[config.mk]
export PLATFORM = sky130hd
export DESIGN_NAME = exe_hazard_ctrl
export DESIGN_NICKNAME = d
export VERILOG_FILES = /design/src/rtl/exe_hazard_ctrl.sv
export SDC_FILE = /design/constraint.sdc
export NUM_CORES = 1
export LEC_CHECK = 0
export BUFFER_PORTS_ARGS = -buffer_cell sky130_fd_sc_hd__buf_2
export CORE_AREA = 8 8 87 89
export CTS_BUF_LIST = sky130_fd_sc_hd__clkbuf_8
export DETAILED_ROUTE_END_ITERATION = 7
export DIE_AREA = 0 0 95 97
export PLACE_DENSITY_LB_ADDON = 0.1
export SETUP_SLACK_MARGIN = 0.5
export SYNTH_ARGS = -nofsm -noshare
export SYNTH_HDL_FRONTEND = slang
export SYNTH_SLANG_ARGS = --single-unit
[constraint.sdc]
create_clock -name clk -period 5.07 [get_ports clk]
set_input_delay 1.014 -clock clk [delete_from_list [all_inputs] [get_ports clk]]
set_output_delay 1.014 -clock clk [all_outputs]
set_load 0.03 [all_outputs]
[src/rtl/exe_hazard_ctrl.sv]
// EX-stage hazard sequencer: tracks the EX/MEM/WB destinations, drives the
// EX forwarding selects, and generates load-use bubbles, branch flushes and
// the SRAM-wait freeze for the surrounding pipeline.
module exe_hazard_ctrl #(
  parameter bit FWD_EN = 1'b1,
  parameter int REG_W  = 5,
  parameter int CNT_W  = 16
) (
  input  logic             clk,
  input  logic             rst,
  input  logic [REG_W-1:0] id_src1,
  input  logic [REG_W-1:0] id_src2,
  input  logic             id_two_src,
  input  logic             id_st,
  input  logic [REG_W-1:0] id_dest,
  input  logic             id_wb_en,
  input  logic             id_mem_read,
  input  logic             id_mem_write,
  input  logic             br_taken,
  input  logic             mem_ready,
  output logic [1:0]       val1_sel,
  output logic [1:0]       val2_sel,
  output logic [1:0]       st_val_sel,
  output logic             hold_pc,
  output logic             bubble_ex,
  output logic             flush_if_id,
  output logic             freeze,
  output logic [CNT_W-1:0] stall_cnt,
  output logic [CNT_W-1:0] flush_cnt
);

  typedef struct packed {
    logic             valid;
    logic [REG_W-1:0] src1;
    logic [REG_W-1:0] src2;
    logic             two_src;
    logic             st;
    logic [REG_W-1:0] dest;
    logic             wb_en;
    logic             mem_read;
    logic             mem_write;
  } slot_t;

  typedef enum logic [1:0] {S_RUN = 2'd0, S_MEMWAIT = 2'd1, S_FLUSH = 2'd2} state_t;

  slot_t            r_ex, r_mem, r_wb;
  slot_t            w_id_slot;
  state_t           r_state, w_state_nxt;
  logic             w_mem_stall, w_src2_live, w_hazard, w_br_flush;
  logic [CNT_W-1:0] r_stall_cnt, r_flush_cnt;

  // A slot produces register r when it is live, writes back, and r is not r0.
  function automatic logic writes_reg(input slot_t s, input logic [REG_W-1:0] r);
    return s.valid && s.wb_en && (s.dest != '0) && (s.dest == r);
  endfunction

  // MEM result is newer than WB, so it wins when both produce r.
  function automatic logic [1:0] fwd_sel(input slot_t m, input slot_t w,
                                         input logic [REG_W-1:0] r);
    if (!FWD_EN)           return 2'b00;
    if (writes_reg(m, r))  return 2'b01;
    if (writes_reg(w, r))  return 2'b10;
    return 2'b00;
  endfunction

  // ID reads a producer's dest through src1 always, through src2 when it is an operand or store data.
  function automatic logic id_reads(input slot_t s, input logic [REG_W-1:0] s1,
                                    input logic [REG_W-1:0] s2, input logic live2);
    return writes_reg(s, s1) || (live2 && writes_reg(s, s2));
  endfunction

  assign w_id_slot = '{valid: 1'b1, src1: id_src1, src2: id_src2, two_src: id_two_src,
                       st: id_st, dest: id_dest, wb_en: id_wb_en,
                       mem_read: id_mem_read, mem_write: id_mem_write};

  assign w_src2_live = id_two_src | id_st;
  assign w_mem_stall = r_mem.valid & (r_mem.mem_read | r_mem.mem_write) & ~mem_ready;

  // Without forwarding every RAW on an EX or MEM producer must wait; with it only a load in EX does.
  assign w_hazard = FWD_EN
    ? (r_ex.valid & r_ex.mem_read & (r_ex.dest != '0) &
       ((id_src1 == r_ex.dest) | (w_src2_live & (id_src2 == r_ex.dest))))
    : (id_reads(r_ex, id_src1, id_src2, w_src2_live) |
       id_reads(r_mem, id_src1, id_src2, w_src2_live));

  assign val1_sel   = r_ex.valid ? fwd_sel(r_mem, r_wb, r_ex.src1) : 2'b00;
  assign val2_sel   = (r_ex.valid & r_ex.two_src) ? fwd_sel(r_mem, r_wb, r_ex.src2) : 2'b00;
  assign st_val_sel = (r_ex.valid & r_ex.st) ? fwd_sel(r_mem, r_wb, r_ex.src2) : 2'b00;

  assign stall_cnt = r_stall_cnt;
  assign flush_cnt = r_flush_cnt;

  // State register.
  always_ff @(posedge clk) begin
    // NOTE: sequential state uses non-blocking assignments so every register samples pre-edge values.
    if (rst) r_state <= S_RUN;
    else     r_state <= w_state_nxt;
  end

  // Next-state logic: freeze beats flush; a branch during the wait is taken once memory is ready.
  always_comb begin
    // NOTE: default first so no path through the case leaves a latch behind.
    w_state_nxt = r_state;
    unique case (r_state)
      S_RUN:     if (w_mem_stall)  w_state_nxt = S_MEMWAIT;
                 else if (br_taken) w_state_nxt = S_FLUSH;
      S_MEMWAIT: if (mem_ready)    w_state_nxt = br_taken ? S_FLUSH : S_RUN;
      S_FLUSH:   if (!w_mem_stall) w_state_nxt = S_RUN;
      default:   w_state_nxt = S_RUN;
    endcase
  end

  // Pipeline controls with priority freeze > flush > load-use.
  always_comb begin
    hold_pc     = 1'b0;
    bubble_ex   = 1'b0;
    flush_if_id = 1'b0;
    freeze      = 1'b0;
    w_br_flush  = 1'b0;
    unique case (r_state)
      S_FLUSH: begin
        if (w_mem_stall) begin
          freeze  = 1'b1;
          hold_pc = 1'b1;
        end else begin
          flush_if_id = 1'b1;
          bubble_ex   = 1'b1;
        end
      end
      default: begin
        // MEM is held while waiting, so the wait ends exactly when mem_ready rises.
        if ((r_state == S_MEMWAIT) ? ~mem_ready : w_mem_stall) begin
          freeze  = 1'b1;
          hold_pc = 1'b1;
        end else if (br_taken) begin
          flush_if_id = 1'b1;
          bubble_ex   = 1'b1;
          w_br_flush  = 1'b1;
        end else if (w_hazard) begin
          hold_pc   = 1'b1;
          bubble_ex = 1'b1;
        end
      end
    endcase
  end

  // Shadow slots advance with the datapath unless frozen; bubbles enter EX as all-zero slots.
  always_ff @(posedge clk) begin
    // NOTE: slots are cleared on reset because forwarding and stalls read their valid bits.
    if (rst) begin
      r_ex  <= '0;
      r_mem <= '0;
      r_wb  <= '0;
    end else if (!freeze) begin
      r_wb  <= r_mem;
      r_mem <= r_ex;
      r_ex  <= (bubble_ex | flush_if_id) ? '0 : w_id_slot;
    end
  end

  // Saturating event counters.
  always_ff @(posedge clk) begin
    if (rst) begin
      r_stall_cnt <= '0;
      r_flush_cnt <= '0;
    end else begin
      if ((hold_pc | freeze) && (r_stall_cnt != '1)) r_stall_cnt <= r_stall_cnt + CNT_W'(1);
      if (w_br_flush && (r_flush_cnt != '1))         r_flush_cnt <= r_flush_cnt + CNT_W'(1);
    end
  end

endmodule

==> summary.txt, run 1 <==
Status = completed
GPL Wtd Cong = 0.8743
Starting Density = 57.59%
Ys async rst share = 0%
Routed Antenna Nets = 0
Yosys top cell area share = 39.78%
PostCTS Resize Cnt = 0
Min-delay src = r_ex[0]
Area leader, netlist = dfxtp_1
Total power = 1.147 mW
RSZ-0062 raised after global routing = false
Die area = 0.009215 mm^2
Core Box Area = 0.006205 mm^2
Post-synth cell types = 58
Pin count of the biggest net entering global routing = 42
Seq pwr share = 51.3%
Post-route clock skew = 0.008008 ns
Main combinational cell family by area after synthesis = simple AND/OR/NAND/NOR gates
Worst Path Required = 4.06 ns
Combinational fraction of design power = 8.3%
Worst slew margin relative to its limit = 23.36%
Fin. max-slew vios = 0
Synth top area cells = dfxtp_1, xnor2_1, nor2_1
Vias per inst = 5.554
Worst hold endpoint = r_mem[0]
R2R cell count = 5
Max-cap viol count = 0
CTS tree = done
Mean Syn Cell Area = 8.652 um^2
Register bit count reported by yosys = 71
Vias = 3060
Power per cell area = 280.2 mW/mm^2
Vias in the first global route = 2945
Total gr overflow = 0
Compound-Gate Fraction of Synth Area = 17.30%
DRT Wirelength = 8.458 mm
Clock-pin slew on the worst setup and hold paths = 0.07 ns
Post-synthesis simple-gate area fraction = 24.93%
Crit-path slowest cell = o22ai_1
Tightest Pin Transition = 1.146 ns
Syn Nets = 439
Hold slack final = 0.4757 ns
Post-synth top flop = dfxtp_1
DRC violation count after routing = 0
EDFF count, synth = 0
Max Buffers Root-to-Sink = 2
Mux cell area share after synthesis = 0.7353%
Die H = 97 um
Sequential fraction of the synthesis area = 39.78%
Initial antenna violation count = 0
DR WL/cell = 15.35 um
CP Data Arrival Time = 2.34 ns
Cell Area, Synth = 0.003573 mm^2
Final Hold Fails = 0
Number of DRC markers in iteration 0 = 137
Worst skew pair latency = 0.34 ns
Row cnt = 29
Count leader, synth = dfxtp_1
Mapped Cells = 413
XOR/XNOR Fraction of Synth Area = 12.01%
Setup WS post-layout = 1.721 ns
Switching share of power = 24.83%
Internal = 0.8621 mW
FF-to-FF Start = r_ex[4]
Top achievable clock speed = 298.6 MHz
Post-CTS Setup Inserts = 0
Worst vdd ir = 0.0002457 V
Post-synth top cells = dfxtp_1, nor2_1, nand2_1
Startpoint Class = input port
Synth Area in Adders = 0.7003%
Core Util, Final = 65.96%
Root buf cell = clkbuf_8
Inserted Diodes = 0
Hold-fix buffers at CTS = 0
Most used cell, CP = buf_2
Placed Area = 0.003885 mm^2
Pleak = 1.608 nW
Clock share of power = 40.4%
Ys Warns = 0
Drt pass-1 iters = 4
First-pass GRT wire length = 14.25 mm
Max FO, Critical Path = 2
Reg2reg setup slack = 2.50 ns
Layout area overhead = 14.53%
Hold depth = 2
# clock sinks = 71
Share of cells above drive strength 1 = 24.05%
Final min period = 3.349 ns
Port bufs = 65
Crit-path max cell delay = 0.33 ns
Critical path type = in -> out
Worst setup EP type = output port
Crit-path cells = buf_2 -> xnor2_1 -> nand4_1 -> o22ai_1 -> nand2_1 -> a21oi_1 -> buf_2
Fin crit share = 66.06%
DIE WIDTH = 95 um
Detailed Place HPWL = 6.122 mm
Reg-to-Reg End = r_ex[5]
HP Class = reg -> reg
# placed instances = 535
Post-Place Setup Slack = 1.713 ns
Design area = 0.004093 mm^2
Layout Nets = 495
Top-Level Pins = 66
Setup TNS = 0 ns
Global Route Usage Sum = 19.23%
Switch Pwr = 0.2848 mW
Non-Filler Instances = 551
# setup viols final = 0
H-tree lvl count = 3
CTS Buf Count = 9
-- sequential cells by signal, indices dropped and copies added (netlist names) --
signal,flops
flush_cnt,16
r_ex,21
r_mem,9
r_state,2
r_wb,7
stall_cnt,16
-- layout by cell type (no fill, tap or decap), types with 5 or more instances in the layout --
cell,count
dfxtp_1,71
buf_2,65
nor2_1,59
nand2_1,48
xnor2_1,34
a21oi_1,28
a22oi_2,16
xor2_1,15
nand3_1,14
clkbuf_8,11
nor4_1,10
nor3_1,9
o21ai_0,8
nand4_1,8
inv_1,7
and3_1,5
-- metal layers --
metal	global-route usage (%)	routed length, um	up-vias
met1	23.09	3666	1448
met5	0	0	-
met4	7.212	110	0
li1	-	-	1552
met2	31.75	4280	50
met3	4.946	400	10
-- logic make-up after synthesis --
| logic type | count (synthesis) |
|---|---|
| xor+xnor | 49 |
| fa+ha+maj | 2 |
| simple gates | 182 |
| mux | 2 |
| flops | 71 |
| compound gates | 77 |
| buf+inv | 30 |
-- layout make-up --
cell class	count	area, um^2
clock buffer	11	151.4
timing repair buffer	67	340.3
fill	568	2112
tap	77	96.34
inverter	8	30.03
sequential	71	1421
clock inverter	5	56.30
multi-input combinational	312	1997
-- worst max path at each step --
stage,to,slack (ns),from
2_1_floorplan,bubble_ex,1.85,br_taken
3_3_place_gp,hold_pc,1.71,id_src2[4]
3_5_place_dp,hold_pc,1.71,id_src2[4]
4_1_cts,hold_pc,1.71,id_src2[4]
5_1_grt,val2_sel[1],1.64,r_mem[5]
6_report,hold_pc,1.72,id_src2[4]
-- critical path: cells and delay by family --
kind / cells / cell delay, ns
xor gates and xnor gates: 1 / 0.20
buffers and inverters: 2 / 0.34
and+or+nand+nor: 2 / 0.27
AOI/OAI and AO/OA: 2 / 0.51
-- power groups by stage --
stage	logic (mW)	registers, mW	clock network, mW
6_report	0.0946	0.589	0.464
5_1_grt	0.105	0.591	0.504
4_1_cts	0.0963	0.589	0.475
3_5_place_dp	0.0957	0.602	0
3_3_place_gp	0.0937	0.601	0
2_1_floorplan	0.0709	0.597	0
Note: power is estimated with default switching activity, not from simulation.
==> run 2, diff against run 1 <==
--- a/config.mk
+++ b/config.mk
@@ -5,11 +5,12 @@
 export SDC_FILE = /design/constraint.sdc
 export NUM_CORES = 1
 export LEC_CHECK = 0
+export ABC_AREA = 1
 export BUFFER_PORTS_ARGS = -buffer_cell sky130_fd_sc_hd__buf_2
-export CORE_AREA = 8 8 87 89
+export CORE_AREA = 8 8 91 93
 export CTS_BUF_LIST = sky130_fd_sc_hd__clkbuf_8
 export DETAILED_ROUTE_END_ITERATION = 7
-export DIE_AREA = 0 0 95 97
+export DIE_AREA = 0 0 99 101
 export PLACE_DENSITY_LB_ADDON = 0.1
 export SETUP_SLACK_MARGIN = 0.5
 export SYNTH_ARGS = -nofsm -noshare
==> constraint.sdc (replaced) <==
create_clock -name clk -period 3.3 [get_ports clk]
set_input_delay 0.66 -clock clk [delete_from_list [all_inputs] [get_ports clk]]
set_output_delay 0.66 -clock clk [all_outputs]
set_load 0.03 [all_outputs]
==> run 2 against run 1 <==
  * Final cell count grew 26%
  * Utilization down 2.8 points
  * Sequential power grew 54%
  * Largest cell class unchanged
  * Register-to-register slack worse by 1.5 ns
  * Worst hold slack got worse by 0.013 ns
  * Clock power rose by 59%
  * Power rose by 59%
==> summary.txt, run 2 <==
Status = completed
Tightest Pin Transition = 0.7416 ns (-0.4043 ns)
RSZ-0062 raised after global routing = false
Vias per inst = 5.478 (-1.4%)
Top achievable clock speed = 386.7 MHz
Sequential fraction of the synthesis area = 37.22% (-2.6 points)
Starting Density = 55.00% (-2.6 points)
Yosys top cell area share = 37.22% (-2.6 points)
Post-route clock skew = 0.01007 ns (+0.002062 ns)
Inserted Diodes = 0 (unchanged)
Max FO, Critical Path = 21 (+19)
Count leader, synth = nand2_1
CTS tree = done
Setup TNS = 0 ns (unchanged)
Max-cap viol count = 0 (unchanged)
Row cnt = 31 (+6.9%)
Share of cells above drive strength 1 = 16.18% (-7.9 points)
Hold slack final = 0.4625 ns (-0.01321 ns)
Pleak = 1.875 nW (+17%)
H-tree lvl count = 3 (unchanged)
Design area = 0.004385 mm^2 (+7.2%)
GPL Wtd Cong = 0.8719 (-0.27%)
Worst skew pair latency = 0.35 ns (about the same)
Syn Nets = 573 (+31%)
DRC violation count after routing = 0 (unchanged)
Number of DRC markers in iteration 0 = 173 (+26%)
Power per cell area = 415.7 mW/mm^2 (+48%)
Clock-pin slew on the worst setup and hold paths = 0.07 ns (about the same)
Root buf cell = clkbuf_8
Vias = 3802 (+24%)
Pin count of the biggest net entering global routing = 45 (+7.1%)
Layout area overhead = 14.84%
Reg with most FFs = r_ex
Fin. max-slew vios = 0 (unchanged)
Startpoint Class = input port
Top-Level Pins = 66 (unchanged)
CTS Buf Count = 9 (unchanged)
Initial antenna violation count = 0 (unchanged)
Placed Area = 0.004180 mm^2 (+7.6%)
DR WL/cell = 13.58 um (-12%)
Area leader, netlist = dfxtp_1
Post-synth top cells = nand2_1, dfxtp_1, a21oi_1
Detailed Place HPWL = 6.796 mm (+11%)
Critical path type = in -> out
First-pass GRT wire length = 16.17 mm (+13%)
Final min period = 2.586 ns
Max Buffers Root-to-Sink = 2 (unchanged)
Global Route Usage Sum = 19.56% (+0.32 points)
EDFF count, synth = 0 (unchanged)
Ys async rst share = 0% (unchanged)
Worst vdd ir = 0.0002068 V (-16%)
Synth top area cells = dfxtp_1, nand2_1, a21oi_1
Crit-path cells = buf_2 -> nor3_1 -> nor2_4 -> buf_4 -> clkinv_1 -> buf_4 -> buf_2
Total power = 1.823 mW (+59%)
Port bufs = 65 (unchanged)
Number of flip-flops in the largest register = 21 (unchanged)
Worst slew margin relative to its limit = 50.50% (+27 points)
Mean Syn Cell Area = 6.981 um^2 (-19%)
Crit-path slowest cell = nor3_1
PostCTS Resize Cnt = 0 (unchanged)
Fin crit share = 78.35%
Hold-fix buffers at CTS = 0 (unchanged)
Layout Nets = 633 (+28%)
Post-CTS Setup Inserts = 0 (unchanged)
Register bit count reported by yosys = 71 (unchanged)
Die H = 101 um (+4.1%)
Crit-path max cell delay = 0.36 ns (+0.03 ns)
Most common cell after layout, fill and taps aside = nand2_1
# setup viols final = 0 (unchanged)
Final Hold Fails = 0 (unchanged)
DRT Wirelength = 9.425 mm (+11%)
Reg2reg setup slack = 0.99 ns (-1.51 ns)
Vias in the first global route = 3591 (+22%)
Commonest cells after routing, fill and taps aside = nand2_1, dfxtp_1, buf_2, inv_1, a21oi_1
Cell Area, Synth = 0.003819 mm^2 (+6.9%)
Worst setup EP type = output port
Post-synth top flop = dfxtp_1
Total gr overflow = 0 (unchanged)
Core Box Area = 0.006943 mm^2 (+12%)
Ys Warns = 0 (unchanged)
Routed Antenna Nets = 0 (unchanged)
Die area = 0.009999 mm^2 (+8.5%)
# clock sinks = 71 (unchanged)
Worst Path Required = 2.64 ns (-1.42 ns)
DIE WIDTH = 99 um (+4.2%)
Drt pass-1 iters = 5 (+1)
Post-synth cell types = 32 (-45%)
Mapped Cells = 547 (+32%)
CP Data Arrival Time = 1.93 ns (-0.41 ns)
HP Class = reg -> reg
==> run 2: changes by cell type in the layout (fill, tap and decap cells not counted), moves of 5 or more <==
| cell | before | now |
|---|---|---|
| a21oi_1 | 28 | 58 |
| a22oi_2 | 16 | 0 |
| and3_1 | 5 | 0 |
| buf_4 | 2 | 8 |
| inv_1 | 7 | 59 |
| nand2_1 | 48 | 119 |
| nand3_1 | 14 | 21 |
| nand4_1 | 8 | 42 |
| nor2_1 | 59 | 49 |
| nor3_1 | 9 | 20 |
| nor4_1 | 10 | 3 |
| o21ai_0 | 8 | 25 |
| xnor2_1 | 34 | 16 |
| xor2_1 | 15 | 23 |
==> run 2: final timing paths <==
path	cells past startpoint	startpoint	end
setup reg to reg	11	r_mem[20]	stall_cnt[1]
hold / removal	2	r_ex[9]	r_ex[9]
hold reg to reg	2	r_ex[9]	r_ex[9]
setup / recovery	7	mem_ready	freeze
==> run 2: where the power goes <==
group	leakage [nW]	switching (mW)	internal [mW]	total, mW
clock	0.117	0.320	0.415	0.736
combinational	1.18	0.114	0.0660	0.180
sequential	0.577	0.0262	0.881	0.908
==> run 2: cell families after synthesis <==
kind of cell	Yosys count	share of synthesized area, %
AOI/OAI and AO/OA	86	11.50
xor gates and xnor gates	39	8.945
adders and majority gates	2	0.6552
buffers and inverters	83	9.109
DFF	71	37.22
and+or+nand+nor	266	32.57
==> run 2: critical path, delay by kind of cell <==
kind                   cells  cell delay [ns]
buffers and inverters      5             0.81
AND/OR/NAND/NOR            2             0.45
==> run 2: layout make-up <==
type | instances | area, um^2
flip-flops and latches | 71 | 1421
clock inverters | 7 | 81.33
inverters | 59 | 221.5
clock buffers | 9 | 123.9
well taps | 82 | 102.6
fillers | 640 | 2557
multi-input cells | 393 | 2049
repair buffers | 73 | 385.4
==> run 2: metal layers <==
layer  vias up  GRT usage (%)  routed length [um]
li1       1928              -                   -
met4         0          6.021                 105
met5         -              0                   0
met1      1753          24.68                4498
met2       112          32.17                4241
met3         9          4.558                 579
==> run 2: stage by stage <==
step	util [%]	instances	setup WS, ns
6_report	63.16	694	0.7143
5_1_grt	63.16	694	0.6130
4_1_cts	63.16	694	0.7113
3_5_place_dp	60.21	678	0.6539
3_3_place_gp	60.21	678	0.7144
2_1_floorplan	-	547	0.6251
==> run 3, diff against run 2 <==
--- a/config.mk
+++ b/config.mk
@@ -7,10 +7,10 @@
 export LEC_CHECK = 0
 export ABC_AREA = 1
 export BUFFER_PORTS_ARGS = -buffer_cell sky130_fd_sc_hd__buf_2
-export CORE_AREA = 8 8 91 93
+export CORE_AREA = 8 8 94 96
 export CTS_BUF_LIST = sky130_fd_sc_hd__clkbuf_8
 export DETAILED_ROUTE_END_ITERATION = 7
-export DIE_AREA = 0 0 99 101
+export DIE_AREA = 0 0 102 104
 export PLACE_DENSITY_LB_ADDON = 0.1
 export SETUP_SLACK_MARGIN = 0.5
 export SYNTH_ARGS = -nofsm -noshare
==> constraint.sdc (replaced) <==
create_clock -name clk -period 2.3 [get_ports clk]
set_input_delay 0.46 -clock clk [delete_from_list [all_inputs] [get_ports clk]]
set_output_delay 0.46 -clock clk [all_outputs]
set_load 0.03 [all_outputs]
==> run 3 against run 2 <==
  * Worst hold slack got worse by 0.093 ns
  * Routed wire length rose by 21%
  * Final cell count rose by 8.2%
  * Register-to-register slack got worse by 0.49 ns
  * Flip-flop and latch count did not move
  * Global-route usage rose by 0.74 points
  * Power rose by 47%
  * Clock skew rose by 0.0019 ns
  * Die area rose by 6.1%
  * Combinational power rose by 100%
  * Highest routed layer unchanged
==> summary.txt, run 3 (synthesis results as in run 2) <==
H-tree lvl count = 3 (unchanged)
Pin count of the biggest net entering global routing = 45 (unchanged)
Final min period = 2.201 ns
Vias = 4036 (+6.2%)
Number of flip-flops in the largest register = 21 (unchanged)
WL met2 = 5.580 mm (+32%)
Starting Density = 51.28% (-3.7 points)
Global Route Usage Sum = 20.30% (+0.74 points)
Max Buffers Root-to-Sink = 2 (unchanged)
# setup viols final = 0 (unchanged)
Critical path type = reg -> out
Met1 WL = 4.915 mm (+9.3%)
Fill cells = 647 (+1.1%)
Tightest Pin Transition = 0.7977 ns (+0.05604 ns)
Die area = 0.01061 mm^2 (+6.1%)
Fin. max-slew vios = 0 (unchanged)
Total gr overflow = 0 (unchanged)
Worst setup EP type = output port
Clock share of power = 37.8% (-2.5 points)
Hold-fix buffers at CTS = 0 (unchanged)
HP Class = in -> reg
Reg with most FFs = r_ex
Routed Antenna Nets = 0 (unchanged)
DRT Wirelength = 11.39 mm (+21%)
Number of DRC markers in iteration 0 = 194 (+12%)
CP Data Arrival Time = 1.74 ns (-0.19 ns)
Inserted Diodes = 0 (unchanged)
Worst vdd ir = 0.0003358 V (+62%)
Crit-path cells = nor3_4 -> nand2_1 -> nand3_2 -> inv_1 -> nand4_1 -> nand2_2 -> nor3_2 -> buf_4
Setup WS post-layout = 0.09931 ns (-0.6150 ns)
Multi-input logic area = 0.002354 mm^2 (+15%)
DIE WIDTH = 102 um (+3.0%)
Share of cells above drive strength 1 = 34.21% (+18 points)
First-pass GRT wire length = 17.73 mm (+9.7%)
Core Box Area = 0.007447 mm^2 (+7.3%)
Post-route clock skew = 0.01198 ns (+0.001907 ns)
Hold slack final = 0.3697 ns (-0.09280 ns)
Worst slew margin relative to its limit = 46.76% (-3.7 points)
RSZ-0062 raised after global routing = true
Detailed Place HPWL = 7.032 mm (+3.5%)
Seq pwr share = 48.8% (-1.0 points)
# clock sinks = 71 (unchanged)
Crit-path slowest cell = dfxtp_4
Internal = 1.942 mW (+43%)
Vias per inst = 5.374 (-1.9%)
Vias in the first global route = 3803 (+5.9%)
Setup TNS = 0 ns (unchanged)
Post-Place Setup Slack = 0.2110 ns (-0.4428 ns)
Commonest cells after routing, fill and taps aside = nand2_1, buf_2, a21oi_1, inv_1
Worst skew pair latency = 0.35 ns (about the same)
Fin crit share = 95.68%
Initial antenna violation count = 0 (unchanged)
CTS Buf Count = 9 (unchanged)
Layout Nets = 670 (+5.8%)
DR top layer = met4
Port bufs = 65 (unchanged)
Max FO, Critical Path = 5 (-76%)
DR WL/cell = 15.17 um (+12%)
Top achievable clock speed = 454.4 MHz
DR WL met3 = 686 um (+18%)
Final Hold Fails = 0 (unchanged)
Drt pass-1 iters = 5 (unchanged)
Root buf cell = clkbuf_8
Crit-path max cell delay = 0.38 ns (+0.02 ns)
Clock-pin slew on the worst setup and hold paths = 0.08 ns (about the same)
DRC violation count after routing = 0 (unchanged)
Status = completed
Pleak = 2.158 nW (+15%)
Die H = 104 um (+3.0%)
GPL Wtd Cong = 0.8676 (-0.49%)
Layout area overhead = 35.65%
Startpoint Class = register
Switch Pwr = 0.7396 mW (+61%)
Most common cell after layout, fill and taps aside = nand2_1
Combinational fraction of design power = 13.4% (+3.5 points)
Top-Level Pins = 66 (unchanged)
Worst Path Required = 1.84 ns (-0.80 ns)
CTS tree = done
Switching share of power = 27.58% (+2.3 points)
Row cnt = 32 (+3.2%)
Reg area = 0.001480 mm^2 (+4.1%)
Power per cell area = 517.6 mW/mm^2 (+25%)
Max-cap viol count = 0 (unchanged)
run 3: cell types whose count changed in the layout (fill, tap and decap cells not counted), sizes merged, moves of 2 or more:
cell      delta
clkbuf       +3
buf         +33
nand3        +2
clkinv       -2
clkinvlp     +3
run 3: worst paths after layout:
path / start / end / slack [ns] / cells after the start
setup / recovery: r_mem[6] / val2_sel[1] / 0.1 / 8
hold / removal: id_dest[3] / r_ex[6] / 0.37 / 3
setup reg to reg: flush_cnt[0] / flush_cnt[0] / 0.50 / 10
hold reg to reg: r_ex[0] / r_ex[0] / 0.47 / 2
run 3: timing repair:
item	CTS	global route
setup endpoints to repair	42	61
endpoints found under the hold margin	0	0
pin swaps	16	36
cloned	2	2
setup buffers	11	21
resized for setup	67	67
run 3: critical path: cells and delay by family (launching register included):
family        cells  cell delay, ns
simple gates      6            0.77
flops             1            0.38
buf+inv           2            0.24
run 3: routing by layer:
metal / track usage (%) / up-vias
met5: 0 / -
met4: 8.080 / 0
met3: 4.284 / 15
met2: 32.93 / 147
met1: 25.21 / 1867
li1: - / 2007
run 3: layout make-up:
cell class / instances / area share, %
clock buffer: 10 / 2.657
clock inverter: 6 / 1.184
inverter: 59 / 4.517
multi-input combinational: 395 / 45.43
sequential: 71 / 28.57
tap: 102 / 2.464
timing repair buffer: 108 / 15.17
run 3: power groups by stage:
| stage | sequential (mW) | combinational, mW | clock, mW |
|---|---|---|---|
| 2_1_floorplan | 1.33 | 0.189 | 0 |
| 3_3_place_gp | 1.33 | 0.259 | 0 |
| 3_5_place_dp | 1.33 | 0.264 | 0 |
| 4_1_cts | 1.31 | 0.297 | 1.03 |
| 5_1_grt | 1.31 | 0.391 | 1.10 |
| 6_report | 1.31 | 0.360 | 1.01 |
run 3: per-stage QoR:
step | area, um^2 | instances | power [mW] | utilization, %
6_report | 5180 | 751 | 2.681 | 69.56
5_1_grt | 5180 | 751 | 2.801 | 69.56
4_1_cts | 4755 | 728 | 2.635 | 63.84
3_5_place_dp | 4258 | 699 | 1.595 | 57.17
3_3_place_gp | 4258 | 699 | 1.590 | 57.17
2_1_floorplan | 3854 | 547 | 1.518 | -
